===== src/rtl/stack_frame_store.sv =====
// Call-frame store for the MiniRISC stack protocol.
// Each request runs for four fixed cycles, and the acknowledge comes in the last one.
module stack_frame_store #(
  parameter int DEPTH  = 16,
  parameter int PC_W   = 8,
  parameter int FLAG_W = 6
) (
  input  logic              clk,
  input  logic              rst,
  input  logic              stack_op_start,
  input  logic              push_or_pop,
  input  logic [PC_W-1:0]   data_in_PC,
  input  logic [FLAG_W-1:0] data_in_flags,
  output logic              stack_op_end,
  output logic [PC_W-1:0]   data_out_PC,
  output logic [FLAG_W-1:0] data_out_flags,
  output logic [7:0]        SP,
  output logic              busy,
  output logic              empty,
  output logic              full,
  output logic              ovf_err,
  output logic              unf_err
);

  localparam int WORDS = 2 * DEPTH;
  localparam int AW    = $clog2(WORDS);
  localparam logic [7:0] SP_FULL = 8'(WORDS);

  typedef enum logic [2:0] {
    S_IDLE, S_PUSH_PC, S_PUSH_FL, S_POP_FL, S_POP_PC, S_DONE
  } state_t;

  state_t            r_state;
  logic [7:0]        r_sp;
  logic              r_refuse;
  logic [PC_W-1:0]   r_pc;
  logic [FLAG_W-1:0] r_fl;
  logic              r_end;
  logic              r_ovf;
  logic              r_unf;
  logic [PC_W-1:0]   r_out_pc;
  logic [FLAG_W-1:0] r_out_fl;
  logic [7:0]        r_mem [WORDS];

  logic              w_empty;
  logic              w_full;
  logic              w_wr_en;
  logic [AW-1:0]     w_wr_addr;
  logic [AW-1:0]     w_rd_addr;
  logic [7:0]        w_wr_data;

  assign w_empty = (r_sp == 8'd0);
  assign w_full  = (r_sp == SP_FULL);

  // The PC word sits at SP and the flags word at SP+1, so a pop reads flags first.
  always_comb begin
    w_wr_en   = !r_refuse && ((r_state == S_PUSH_PC) || (r_state == S_PUSH_FL));
    w_wr_addr = AW'(r_sp) + ((r_state == S_PUSH_FL) ? AW'(1) : AW'(0));
    w_wr_data = (r_state == S_PUSH_FL) ? 8'(r_fl) : 8'(r_pc);
    w_rd_addr = AW'(r_sp) - ((r_state == S_POP_FL) ? AW'(1) : AW'(2));
  end

  // NOTE: the frame array has no reset; stale words are unreachable because SP returns to 0.
  always_ff @(posedge clk) begin
    if (w_wr_en) r_mem[w_wr_addr] <= w_wr_data;
  end

  // NOTE: every register here uses <= so all updates see pre-edge values of r_sp and r_state.
  always_ff @(posedge clk or posedge rst) begin
    if (rst) begin
      r_state  <= S_IDLE;
      r_sp     <= 8'd0;
      r_refuse <= 1'b0;
      r_pc     <= '0;
      r_fl     <= '0;
      r_end    <= 1'b0;
      r_ovf    <= 1'b0;
      r_unf    <= 1'b0;
      r_out_pc <= '0;
      r_out_fl <= '0;
    end else begin
      r_end <= 1'b0;
      r_ovf <= 1'b0;
      r_unf <= 1'b0;
      case (r_state)
        S_IDLE: begin
          if (stack_op_start) begin
            r_pc     <= data_in_PC;
            r_fl     <= data_in_flags;
            r_refuse <= push_or_pop ? w_empty : w_full;
            r_state  <= push_or_pop ? S_POP_FL : S_PUSH_PC;
          end
        end
        S_PUSH_PC: r_state <= S_PUSH_FL;
        S_PUSH_FL: begin
          if (!r_refuse) r_sp <= r_sp + 8'd2;
          r_end   <= 1'b1;
          r_ovf   <= r_refuse;
          r_state <= S_DONE;
        end
        S_POP_FL: begin
          if (!r_refuse) r_out_fl <= r_mem[w_rd_addr][FLAG_W-1:0];
          r_state <= S_POP_PC;
        end
        S_POP_PC: begin
          if (!r_refuse) begin
            r_out_pc <= r_mem[w_rd_addr][PC_W-1:0];
            r_sp     <= r_sp - 8'd2;
          end
          r_end   <= 1'b1;
          r_unf   <= r_refuse;
          r_state <= S_DONE;
        end
        S_DONE:  r_state <= S_IDLE;
        default: r_state <= S_IDLE;
      endcase
    end
  end

  assign stack_op_end   = r_end;
  assign ovf_err        = r_ovf;
  assign unf_err        = r_unf;
  assign data_out_PC    = r_out_pc;
  assign data_out_flags = r_out_fl;
  assign SP             = r_sp;
  assign busy           = (r_state != S_IDLE);
  assign empty          = w_empty;
  assign full           = w_full;

endmodule

===== config.mk =====
export PLATFORM = sky130hd
export DESIGN_NAME = stack_frame_store
export DESIGN_NICKNAME = d
export VERILOG_FILES = /design/src/rtl/stack_frame_store.sv
export SDC_FILE = /design/constraint.sdc
export NUM_CORES = 1
export LEC_CHECK = 0
export CAP_MARGIN = 15
export CORE_AREA = 2 2 166 168
export DETAILED_ROUTE_END_ITERATION = 7
export DIE_AREA = 0 0 168 170
export GPL_TIMING_DRIVEN = 0
export HOLD_SLACK_MARGIN = 0.1
export PLACE_DENSITY_LB_ADDON = 0.12
export SLEW_MARGIN = 10
export SYNTH_ARGS = -nofsm -noshare
export SYNTH_HDL_FRONTEND = slang
export SYNTH_SLANG_ARGS = --single-unit
export TNS_END_PERCENT = 50

===== constraint.sdc =====
create_clock -name clk -period 6.9 [get_ports clk]
set_input_delay 0.69 -clock clk [delete_from_list [all_inputs] [get_ports clk]]
set_output_delay 0.69 -clock clk [all_outputs]
set_load 0.005 [all_outputs]

==> results_dict.tcl, run 1 <==
set metrics [dict create \
    leakage_nw 4.627 \
    start_util 0.4437 \
    worst_setup_path_start_kind "flip-flop" \
    synth_edf_count 256 \
    max_freq_ghz 0.2218 \
    gr-total-overflow 0 \
    route.detailed.drc 0 \
    drt_iter0_drc 709 \
    totalWireLength_um 27900 \
    hold_path.class "input pin to asynchronous set/reset pin" \
    htree_levels 1 \
    seq_area_um2 8738 \
    finalSetupTns_ns 0 \
    cts_root_buf "clkbuf_16" \
    diodes 0 \
    hold_viol 0 \
    ys_ff_latch 298 \
    max_slew_margin 0.1919 \
    num-nets-final 788 \
    rr_worst_depth 11 \
    clk_pin_slew_worst_paths_ns 0.06 \
    drv_cap 0 \
    r2r_slack_ns 2.39 \
    synth.avg_cell_area_um2 17.26 \
    syn_to_final_growth_pct 16.17 \
    first_global_vias 6657 \
    synth_warnings 0 \
    crit_path_end_kind "flip-flop" \
    cts_resized 0 \
    status "finished clean" \
    seq_area_frac_synth 0.7390 \
    yosysUniqueCellTypes 45 \
    total_power_mw 6.743 \
    rsz0062_at_grt "false" \
    layout_min_cycle_time_ns 4.509 \
    drtAntennaViolNets 0 \
    synth_cells 685 \
    viasPerCell 5.637 \
    grt_max_degree 37 \
    grt_first_pass_wirelength_um 42100 \
    required_ns 7.34 \
    clock_latency_ns 0.55 \
    power_density_nw_per_um2 490.9 \
    final_common_cell "edfxtp_1" \
    reg2reg_from "r_state[2]" \
    cts_tree "done" \
    critPathMaxFanout 10 \
    place.gp.congestion 0.8510 \
    crit_type "flip-flop to flip-flop" \
    drv_slew 0 \
    dieHeight_um 170 \
    nFillCells 2166 \
    core_um2 26650 \
    syn_area_um2 11820 \
    ios 46 \
    routed-via-count 6376 \
    dp_cells 1074 \
    track_usage 0.2004 \
    fin_area_um2 13740 \
    layout-drive-gt1-share 0.1658 \
    dr.pass1.iters 5 \
    syn_nets 707 \
    io_buffers 44 \
    clock_sinks 298 \
    ir_drop_mv 0.2646 \
    setup_violations 0 \
    wl_per_cell_um 24.66 \
    fp-row-count 60 \
    cts_buffers 31 \
    cts_setup_buffers 0 \
    cts.path.max_buffers 3 \
    final_cell_mix "edfxtp_1, nand2_1, nor2_1, mux4_2, clkdlybuf4s50_1" \
    place_area_um2 12760 \
    multiInputGateArea_um2 2914 \
    holdBufCountCts 0 \
    synthArstFlopShare 0.1409 \
    dieArea_um2 28560 \
    final_cells 1131 \
    timing.rr.end "data_out_PC[6]" \
    tightest_slew_ns 1.203 \
    dp_hpwl_um 18750 \
    skew_ns 0.009638 \
    synth_ff_type "edfxtp_1" \
    cp.arrival_ns 4.95 \
    fp.dieW_um 168 \
    antenna_found_initial 0 \
    finalCritPeriodShare 0.6535 \
]
[through the flow]
stage | utilization | hold slack (ns) | setup WS [ns]
6_report | 0.5154 | 0.3768 | 2.391
4_1_cts | 0.5154 | 0.3755 | 2.420
2_1_floorplan | - | 0.4379 | 3.682
3_3_place_gp | 0.4762 | 0.4539 | 2.526
3_5_place_dp | 0.4788 | 0.4554 | 2.458
5_1_grt | 0.5154 | 0.4003 | 2.275
[layer usage]
layer / up-vias / global-route usage / routed length [µm]
li1: 2809 / - / -
met1: 3334 / 0.2793 / 11950
met2: 204 / 0.3340 / 13850
met3: 29 / 0.03326 / 1645
met4: 0 / 0.04688 / 444
met5: - / 0 / 0
[synth_stat cells, types with 2 or more instances]
master	number	area, µm²
buf_2	6	30.03
and2_1	4	25.02
dfrtp_1	42	1051
nand4_1	3	18.77
nor2b_1	3	18.77
nor2_1	70	262.8
nand3_1	13	65.06
ha_1	4	50.05
buf_1	5	18.77
a31oi_1	3	18.77
mux2i_1	14	140.1
clkbuf_1	20	75.07
xnor2_1	7	61.31
mux4_2	62	1396
or3_1	2	12.51
nor3_1	10	50.05
edfxtp_1	256	7687
xor2_1	4	35.03
o21ai_0	7	35.03
a32oi_1	6	52.55
inv_1	8	30.03
a21oi_1	19	95.09
mux2_2	7	78.83
nand2b_1	3	18.77
nand2_1	86	322.8
a2111oi_0	2	17.52
[logic make-up after synthesis]
group / share of synthesized area
AO/OA/AOI/OAI: 0.02455
XOR/XNOR: 0.008148
adder cells (fa/ha/maj): 0.004233
buffers and inverters: 0.01492
flip-flops: 0.7390
multiplexers: 0.1366
other: 0.0003172
AND/OR/NAND/NOR: 0.07217
[worst max-delay path, stage by stage (launching register included)]
cell and delay (ns):
dfrtp_1 0.44, and3b_4 0.38, buf_6 0.19, inv_2 0.15, ha_1 0.32, clkbuf_1 0.34, buf_2 0.46, clkbuf_1 0.70
mux2_2 0.43, a2111oi_0 0.62, o21ai_0 0.19, o221a_2 0.16
[power by group]
| part | total, mW | switching, mW | internal (mW) | leakage (nW) |
|---|---|---|---|---|
| Sequential | 2.56 | 0.111 | 2.45 | 2.84 |
| Combinational | 2.59 | 1.63 | 0.952 | 1.31 |
| Clock | 1.59 | 0.655 | 0.939 | 0.483 |
[registers in the layout, summed over array words and instances (netlist names), 3 cells and up]
signal / cells
r_pc: 8
data_out_flags: 6
r_state: 3
r_fl: 6
r_mem: 256
data_out_PC: 8
SP: 7
[final cells by class]
cell class	count	area share
timing repair buffer	48	0.03680
sequential	298	0.6362
clock inverter	13	0.008016
inverter	9	0.002459
clock buffer	44	0.06294
buffer	33	0.01038
multi-input combinational	345	0.2122
tap	341	0.03106
[worst max path at each step]
stage,from,to,slack [ns],cells past startpoint
after floorplan,r_state[2],data_out_PC[6],3.68,11
after global routing,r_state[2],data_out_PC[6],2.27,11
final,r_state[2],data_out_PC[6],2.39,11
after global placement,r_state[2],data_out_PC[6],2.53,11
after detailed placement,r_state[2],data_out_PC[6],2.46,11
after CTS,r_state[2],data_out_PC[6],2.42,11
No activity file was read; power rests on OpenSTA's default activity.
==> inputs of run 2 (changes only) <==
- clock period: 6.9 -> 4.2 ns (I/O delays scaled with it)
==> run 2 against run 1 <==
Effect of this change:
- clock-buffer cell count did not move
- clock power is 65% higher
- combinational power rose by 65%
- critical path type unchanged
- critical endpoint is now data_out_flags[5]
==> results_dict.tcl, run 2 (synthesis results as in run 1) <==
set metrics [dict create \
    finalCritPeriodShare 0.9633 \
    cts_tree "done" \
    fp.dieW_um 168 \
    track_usage 0.2004 \
    gr-total-overflow 0 \
    preCtsSetupSlack_ns -0.2417 \
    start_util 0.4437 \
    place.gp.congestion 0.8510 \
    ios 46 \
    whs_ns 0.1078 \
    crit_type "flip-flop to flip-flop" \
    final_common_cell "edfxtp_1" \
    tightest_slew_ns 1.170 \
    critPathMaxStageDelay_ns 0.60 \
    nFillCells 2161 \
    skew_ns 0.01050 \
    seq_area_um2 8738 \
    antenna_found_initial 0 \
    cts_root_buf "clkbuf_16" \
    drtAntennaViolNets 0 \
    core_um2 26650 \
    setup_violations 0 \
    crit_path_top_delay_cell "mux4_2" \
    power_density_nw_per_um2 807.0 \
    cp_num_buf_inv 4 \
    worst_setup_path_start_kind "flip-flop" \
    dr.pass1.iters 8 \
    clk_pin_slew_worst_paths_ns 0.06 \
    multiInputGateArea_um2 2914 \
    holdBufCountCts 0 \
    cp.arrival_ns 4.45 \
    dp_hpwl_um 18750 \
    clock_sinks 298 \
    drt_iter0_drc 666 \
    max_freq_ghz 0.2472 \
    dieHeight_um 170 \
    setup_slack_ns 0.1543 \
    leakage_nw 4.643 \
    largest_register_ffs 256 \
    routed-via-count 6413 \
    grt_max_degree 37 \
    crit_path_end_kind "flip-flop" \
    cts_buffers 31 \
    hold_viol 0 \
    first_global_vias 6657 \
    path_cells "and3b_4, buf_6, inv_2, ha_1, clkbuf_1, buf_2, mux4_2, mux2i_1, nand2_1, a32oi_1, a21oi_1" \
    required_ns 4.60 \
    fp-row-count 60 \
    viasPerCell 5.670 \
    dieArea_um2 28560 \
    syn_to_final_growth_pct 16.26 \
    clock_latency_ns 0.55 \
    critPathMaxFanout 10 \
    regMostFlops "r_mem" \
    layout-drive-gt1-share 0.1722 \
    layout_min_cycle_time_ns 4.046 \
    drv_slew 0 \
    num-nets-final 788 \
    route.detailed.drc 0 \
    max_slew_margin 0.2146 \
    cts.path.max_buffers 3 \
    ir_drop_mv 0.4335 \
    drv_cap 0 \
    rsz0062_at_grt "false" \
    totalWireLength_um 27910 \
    hold_path.class "input pin to asynchronous set/reset pin" \
    grt_first_pass_wirelength_um 42100 \
    status "finished clean" \
    cp_top_family "buffers and inverters" \
    io_buffers 44 \
    wl_per_cell_um 24.68 \
    final_cell_mix "edfxtp_1, nand2_1, nor2_1, mux4_2, clkdlybuf4s50_1" \
    htree_levels 1 \
    diodes 0 \
]
## run 2: repair_timing
| action | in CTS | in global routing |
|---|---|---|
| setup buffers | 0 | 0 |
| endpoints found under the setup margin | 13 | 9 |
| resized for setup | 3 | 6 |
## run 2: per-stage QoR
step / cells / utilization / setup TNS [ns] / total power, mW / instance area [µm²]
2_1_floorplan: 685 / - / 0 / 6.805 / 11820
3_3_place_gp: 1070 / 0.4762 / -1.362 / 8.409 / 12690
3_5_place_dp: 1074 / 0.4788 / -0.9026 / 8.556 / 12760
4_1_cts: 1131 / 0.5155 / 0 / 11.18 / 13740
5_1_grt: 1131 / 0.5158 / 0 / 11.63 / 13750
6_report: 1131 / 0.5158 / 0 / 11.09 / 13750
## run 2: routing by layer
metal,vias up,part of all wire,GRT usage
met1,3329,0.43,0.2793
met5,-,0,0
met2,234,0.49,0.3340
met4,0,0.019,0.04688
met3,35,0.059,0.03326
li1,2815,-,-
## run 2: area by class of cell
class / count / share of cell area
Sequential cell: 298 / 0.6357
Multi-Input combinational cell: 345 / 0.2120
Clock buffer: 44 / 0.06289
Timing Repair Buffer: 48 / 0.03677
Tap cell: 341 / 0.03104
Buffer: 33 / 0.01120
Clock inverter: 13 / 0.008010
Inverter: 9 / 0.002457
## run 2: worst reg2reg max path, cell delays in order (launching register included)
cell and delay, ns:
dfrtp_1 0.44, and3b_4 0.38, buf_6 0.19, inv_2 0.16, ha_1 0.32, clkbuf_1 0.33
buf_2 0.48, mux4_2 0.60, mux2i_1 0.29, nand2_1 0.12, a32oi_1 0.45, a21oi_1 0.14
## run 2: where the power goes
group	switching [mW]	leakage (nW)	internal, mW
clock	1.07	0.483	1.54
sequential	0.182	2.84	4.03
combinational	2.69	1.32	1.58
## run 2: final timing paths
check / start / endpoint / slack [ns] / cells past startpoint
max: r_state[2] / data_out_flags[5] / 0.15 / 11
min reg2reg: r_pc[2] / r_pc[2] / 0.47 / 2
min in group clk: data_in_PC[0] / r_pc[0] / 0.41 / 3
max in group asynchronous: rst / r_fl[5] / 3.64 / 3
max reg2reg: r_state[2] / data_out_flags[5] / 0.15 / 11
min: rst / data_out_flags[0] / 0.11 / 2
